[config.mk]
export PLATFORM = sky130hd
export DESIGN_NAME = wb_master
export DESIGN_NICKNAME = d
export VERILOG_FILES = /design/src/rtl/wb_pkg.sv /design/src/rtl/wb_wait_timer.sv /design/src/rtl/wb_master.sv
export SDC_FILE = /design/constraint.sdc
export NUM_CORES = 1
export LEC_CHECK = 0
export CAP_MARGIN = 20
export CORE_MARGIN = 2
export CORE_UTILIZATION = 45
export CTS_BUF_LIST = sky130_fd_sc_hd__clkbuf_4 sky130_fd_sc_hd__clkbuf_8
export CTS_CLUSTER_SIZE = 25
export DETAILED_ROUTE_END_ITERATION = 10
export PLACE_DENSITY = 0.85
export SLEW_MARGIN = 30
export SYNTH_ARGS = -nofsm -noshare
export SYNTH_HDL_FRONTEND = slang
export SYNTH_SLANG_ARGS = --single-unit
[constraint.sdc]
create_clock -name CLK_I -period 6.4 [get_ports CLK_I]
set_input_delay 1.6 -clock CLK_I [delete_from_list [all_inputs] [get_ports CLK_I]]
set_output_delay 1.6 -clock CLK_I [all_outputs]
set_load 0.005 [all_outputs]
[src/rtl/wb_pkg.sv]
//------------------------------------------------------------------------------
// Module   : wb_pkg
// Purpose  : Shared types and default constants for the Wishbone master slice.
// Revision : 1.0 - initial release
//------------------------------------------------------------------------------
`default_nettype none

package wb_pkg;

  // Master FSM states
  typedef enum logic [1:0] {
    IDLE = 2'd0,
    BUS  = 2'd1,
    RESP = 2'd2
  } wb_state_e;

  localparam int WB_ADR_W       = 8;
  localparam int WB_DAT_W       = 32;
  localparam int WB_TIMEOUT_DEF = 255;

  // Width of a counter that must be able to hold the value 'max_val'
  function automatic int wb_cnt_w(input int max_val);
    return $clog2(max_val + 1);
  endfunction

endpackage

`default_nettype wire

[src/rtl/wb_wait_timer.sv]
//------------------------------------------------------------------------------
// Module   : wb_wait_timer
// Purpose  : Saturating up-counter with synchronous clear and enable. tc_o is
//            high while the count sits one below MAX, so an enabled edge in
//            that state is the edge on which the count reaches MAX.
// Revision : 1.0 - initial release
//------------------------------------------------------------------------------
`default_nettype none

module wb_wait_timer import wb_pkg::*; #(
  parameter int MAX = WB_TIMEOUT_DEF
) (
  input  logic clk_i,
  input  logic rst_i,
  input  logic clr_i,
  input  logic en_i,
  output logic tc_o
);

  localparam int W = wb_cnt_w(MAX);

  logic [W-1:0] cnt_q;

  // Counter register: clear wins over enable, holds once MAX is reached
  always_ff @(posedge clk_i or posedge rst_i) begin
    if (rst_i) begin
      cnt_q <= '0;
    end else if (clr_i) begin
      cnt_q <= '0;
    end else if (en_i && (cnt_q != W'(MAX))) begin
      cnt_q <= cnt_q + 1'b1;
    end
  end

  assign tc_o = (cnt_q == W'(MAX - 1));

endmodule

`default_nettype wire

[src/rtl/wb_master.sv]
//------------------------------------------------------------------------------
// Module   : wb_master
// Purpose  : Wishbone classic single-transfer master with a valid/ready command
//            port and a valid/ready response port.
// Options  : WB_MASTER_TIMEOUT_EN - abort a bus cycle after TIMEOUT wait cycles
// Revision : 1.0 - initial release
//------------------------------------------------------------------------------
`default_nettype none

module wb_master import wb_pkg::*; #(
  parameter int ADR_W   = WB_ADR_W,
  parameter int DAT_W   = WB_DAT_W,
  parameter int TIMEOUT = WB_TIMEOUT_DEF
) (
  input  logic             CLK_I,
  input  logic             RST_I,
  input  logic             cmd_valid,
  output logic             cmd_ready,
  input  logic             cmd_we,
  input  logic [ADR_W-1:0] cmd_adr,
  input  logic [DAT_W-1:0] cmd_dat,
  output logic             rsp_valid,
  input  logic             rsp_ready,
  output logic [DAT_W-1:0] rsp_dat,
  output logic             rsp_err,
  output logic [ADR_W-1:0] ADR_O,
  output logic [DAT_W-1:0] DAT_O,
  input  logic [DAT_W-1:0] DAT_I,
  output logic             WE_O,
  output logic             CYC_O,
  output logic             STB_O,
  input  logic             ACK_I
);

  wb_state_e        state_q, state_d;
  logic [ADR_W-1:0] adr_q, adr_d;
  logic [DAT_W-1:0] dat_q, dat_d;
  logic             we_q, we_d;
  logic [DAT_W-1:0] rdat_q, rdat_d;
  logic             err_q, err_d;
  logic             tmr_clr;
  logic             tmr_en;
  logic             w_timeout;

`ifdef WB_MASTER_TIMEOUT_EN
  wb_wait_timer #(
    .MAX (TIMEOUT)
  ) u_wait_timer (
    .clk_i (CLK_I),
    .rst_i (RST_I),
    .clr_i (tmr_clr),
    .en_i  (tmr_en),
    .tc_o  (w_timeout)
  );
`else
  // No timer: the bus cycle waits for ACK_I indefinitely
  logic w_unused_timer;
  assign w_unused_timer = tmr_clr ^ tmr_en ^ (TIMEOUT != 0);
  assign w_timeout      = 1'b0;
`endif

  // State and output registers; reset abandons any bus cycle immediately
  always_ff @(posedge CLK_I or posedge RST_I) begin
    if (RST_I) begin
      state_q <= IDLE;
      adr_q   <= '0;
      dat_q   <= '0;
      we_q    <= 1'b0;
      rdat_q  <= '0;
      err_q   <= 1'b0;
    end else begin
      state_q <= state_d;
      adr_q   <= adr_d;
      dat_q   <= dat_d;
      we_q    <= we_d;
      rdat_q  <= rdat_d;
      err_q   <= err_d;
    end
  end

  // Next-state logic; ACK_I has priority over the timeout on the same edge
  always_comb begin
    state_d = state_q;
    adr_d   = adr_q;
    dat_d   = dat_q;
    we_d    = we_q;
    rdat_d  = rdat_q;
    err_d   = err_q;
    tmr_clr = 1'b0;
    tmr_en  = 1'b0;
    case (state_q)
      IDLE: begin
        if (cmd_valid) begin
          adr_d   = cmd_adr;
          dat_d   = cmd_dat;
          we_d    = cmd_we;
          tmr_clr = 1'b1;
          state_d = BUS;
        end
      end
      BUS: begin
        if (ACK_I) begin
          rdat_d  = we_q ? '0 : DAT_I;
          err_d   = 1'b0;
          state_d = RESP;
        end else if (w_timeout) begin
          rdat_d  = '0;
          err_d   = 1'b1;
          state_d = RESP;
        end else begin
          tmr_en  = 1'b1;
        end
      end
      RESP: begin
        if (rsp_ready) begin
          state_d = IDLE;
        end
      end
      default: state_d = IDLE;
    endcase
  end

  assign cmd_ready = (state_q == IDLE);
  assign rsp_valid = (state_q == RESP);
  assign CYC_O     = (state_q == BUS);
  assign STB_O     = (state_q == BUS);
  assign ADR_O     = adr_q;
  assign DAT_O     = dat_q;
  assign WE_O      = we_q;
  assign rsp_dat   = rdat_q;
`ifdef WB_MASTER_TIMEOUT_EN
  assign rsp_err   = err_q;
`else
  assign rsp_err   = 1'b0;
`endif

endmodule

`default_nettype wire
======== Yosys cells after proc, flatten, opt, wreduce, memory -nomap -nowiden ========
Index checks and enable logic that the tools add are counted.
operators by class
  reductions and logical operators ........ 4
  multiplexer cells ....................... 5
  eq/ne operators ......................... 5
operators by type and width
  operator                                                         count
  32-bit 2-to-1 mux                                                1
  2-bit 2-to-1 mux                                                 3
  2-bit case mux with 3 select lines                               1
  2-bit by 1-bit != test with 1-bit output, second input constant  2
  2-bit AND reduction                                              2
  3-bit AND reduction                                              1
  2-bit by 1-bit == test with 1-bit output, second input constant  1
  2-bit == test, second input constant                             1
  2-bit zero test                                                  1
  2-bit != test, second input constant                             1
storage, ports and cells
  logic and storage cells ................. 19
  input bits .............................. 78
  output and inout bits ................... 78
  register bits ........................... 75

======== Logic depth before layout (Yosys ltp) ========
  depth in word-level cells ............... 3
  depth in mapped cells ................... 4
  mapped depth without buffers ............ 2

======== Worst setup path after synthesis ========
OpenSTA, ideal clock, no wires.
  path kind ............................... input port to flip-flop
  from .................................... in cmd_valid
  to ...................................... reg adr_q[0] (netlist: ADR_O[0])
  stages on the path ...................... 3
  required time ........................... 6.275 ns
  path slack .............................. 3.801 ns
  arrival time ............................ 2.474 ns
  setup time .............................. 0.125 ns
  path through ............................ nor3b_2 buf_6 mux2_2
on the way
  cells in the longest elaborated chain, start to end .. 1
RTL lines
  item                           RTL line         text
  from (decl)                    wb_master.sv:17  input logic cmd_valid,
  2-bit AND reduction (no line)  --
  to (signal assigned)           wb_master.sv:73  adr_q <= adr_d;
  to (decl)                      wb_master.sv:36  logic [ADR_W-1:0] adr_q, adr_d;
No other way between the ends.
A chain may end at the register's enable or synchronous reset.

======== Worst setup path after layout ========
  from .................................... reg state_q[1]
  to ...................................... out STB_O
on the way
  cells in the longest elaborated chain, start to end .. 1
RTL lines
  item                                      RTL line          text
  from (decl)                               wb_master.sv:35   wb_state_e state_q, state_d;
  from (signal assigned)                    wb_master.sv:72   state_q <= state_d;
  2-bit by 1-bit == test with 1-bit output  wb_master.sv:126  assign STB_O = (state_q == BUS);
  to (decl)                                 wb_master.sv:31   output logic STB_O,
No other way between the ends.

==> reports/metrics.yaml <==
status: "finished, final reports clean"
post_dp_cell_area_sq_um: 4680
ant_nets: 0
synth_cell_type_count: 16
cts_resized: 0
grt_usage: 0.187
ys_ff_latch: 75
tightest_slew_ns: 0.655
grt_pass1_vias: 2265
crit_slowest_cell: "clkdlybuf4s50_1"
cp.depth: 2
grt_pass1_wl_mm: 10.9
holdBufCountCts: 0
powerDensity_nw_per_um2: 452
rrSetupSlack_ns: 4.65
use_met3: 0.0664
r2r_end: "DAT_O[1]"
clk_pin_slew_worst_paths_ns: 0.07
r2r_cells: 3
yosysWarnings: 0
worst-path-buf-inv: 1
die_w_um: 87.2
max-slew-margin-rel: 0.563
final_util: 0.729
max_freq_ghz: 0.317
cp.required_ns: 4.80
fp.dieArea_sq_um: 7610
yosys-top-cells-count: "dfrtp_1, mux2_2, nor2b_1, buf_6, mux2_4"
path_delay_family: "buffers and inverters"
fp-row-count: 30
timing.final.crit_share: 0.493
path_cells: "and2b_1 > clkdlybuf4s50_1"
grt_max_degree: 76
viasPerCell: 4.85
ys_seq_area_frac: 0.602
finalPower_w: 0.00223
synth_area_sq_um: 3120
yosysMostFrequentCell: "dfrtp_1"
r2r-start: "state_q[1]"
use_met2: 0.305
drv_cap: 0
fin_area_sq_um: 4930
synthCells: 205
synth_nets: 283
period_needed_ns: 3.16
cts_htree_levels: 3
synth_edf_count: 0
synth_top_cell_by_area: "dfrtp_1"
hold_path.class: "flop to flop"
numCtsBuffers: 9
final-hold-violation-count: 0
drcViolationCount: 0
startpoint_type: "flop"
peakVddDrop_mv: 0.304
totalWireLength_mm: 6.83
drv_slew: 0
nNetsFinal: 439
avgSynthCellArea_sq_um: 15.2
cp-endpoint: "STB_O"
first_iter_violations: 33
synth_ff_type: "dfrtp_1"
hpwlAfterDp_mm: 4.83
final_layout_size_suffix_gt1_frac: 0.260
p_leak_nw: 2.09
core_sq_um: 6760
root_buffer: "clkbuf_8"
cp.arrival_ns: 1.56
synth_area_leaders: "dfrtp_1, mux2_2, nor2b_1"
ios: 156
slowest_delay_ns: 0.51
firstDrtPassIters: 4
cts_buffer_depth: 2
crit_path_start: "state_q[1]"
start_util: 0.461
fin_skew_ns: 0.00495
insertedDiodeCount: 0
cp-end-kind: "output port"
busiest_layer: "met2"
synth_top_area_share: 0.602
place.gp.congestion: 0.712
area_growth_syn_to_layout_pct: 58.1
timing.setup.critical_path_class: "flop to output port"
clock_latency_ns: 0.34
rsz0062_at_grt: "false"
critPathMaxFanout: 6
cts_tree: "yes"
io_buffers: 154
antenna_found_initial: 0
clock_sinks: 75
postCtsSetupRepairBufs: 0
final.setup.tns_ns: 0
grt_util_met1: 0.226
grt_overflow_total: 0
num_vias: 2161
async_reset_ff_frac: 1.00
wl_per_cell_um: 15.3
die-height_um: 87.2
setup_viol: 0
==> cell type report <==
type	count	area, sq um
repair buffers	158	1580
clock inverters	5	100
well taps	80	100
fillers	451	1830
multi-input cells	115	1120
flip-flops and latches	75	1880
inverters	2	7.51
clock buffers	11	145
==> metrics by stage <==
step / setup WS, ns / hold slack [ns] / cells
floorplan: 2.89 / 0.475 / 205
global placement: 3.12 / 0.489 / 430
global route: 3.17 / 0.519 / 446
CTS: 3.22 / 0.511 / 446
detailed placement: 3.03 / 0.494 / 430
finish: 3.24 / 0.507 / 446
==> metal layers <==
| layer | routed length (um) | vias to the layer above | share of wire |
|---|---|---|---|
| li1 | - | 1000 | - |
| met1 | 2730 | 1058 | 0.40 |
| met2 | 3390 | 92 | 0.50 |
| met3 | 599 | 11 | 0.088 |
| met4 | 114 | 0 | 0.017 |
| met5 | 0 | - | 0 |
==> worst min path at each step <==
stage	start	endpoint	slack, ns	cells past startpoint
after floorplan	state_q[1]	state_q[0]	0.47	1
after global placement	rsp_dat[28]	rsp_dat[28]	0.49	1
after detailed placement	rsp_dat[30]	rsp_dat[30]	0.49	1
after CTS	rsp_dat[14]	rsp_dat[14]	0.51	1
after global routing	rsp_dat[23]	rsp_dat[23]	0.52	1
final	rsp_dat[14]	rsp_dat[14]	0.51	1
==> placed cells by master (no fill, tap or decap), types with 2 or more instances in the layout <==
| cell type | instances |
|---|---|
| mux2_4 | 7 |
| nor2b_1 | 33 |
| mux2_2 | 66 |
| clkinv_2 | 2 |
| clkbuf_8 | 10 |
| nand2b_1 | 2 |
| dfrtp_1 | 75 |
| buf_4 | 3 |
| bufinv_16 | 3 |
| clkdlybuf4s50_1 | 154 |
==> sequential cells by signal, indices dropped and copies added (netlist names) <==
register	cells
ADR_O	8
DAT_O	32
WE_O	1
rsp_dat	32
state_q	2
==> power by group <==
group | internal (W) | total [W] | leakage [nW] | switching, W
clock network | 0.000273 | 0.000439 | 0.127 | 0.000166
logic | 0.000673 | 0.000978 | 1.05 | 0.000305
registers | 0.000693 | 0.000809 | 0.916 | 0.000116
==> logic make-up (layout without fill, tap and decap cells) <==
kind of cell / Yosys count / in the layout / share of synthesized area
compound gates: 2 / 2 / 0.00401
buf+inv: 15 / 176 / 0.0397
flops: 75 / 75 / 0.602
mux: 73 / 73 / 0.272
other cells: 1 / 1 / 0.00120
simple gates: 39 / 39 / 0.0807
(Power assumes the default switching activity.)
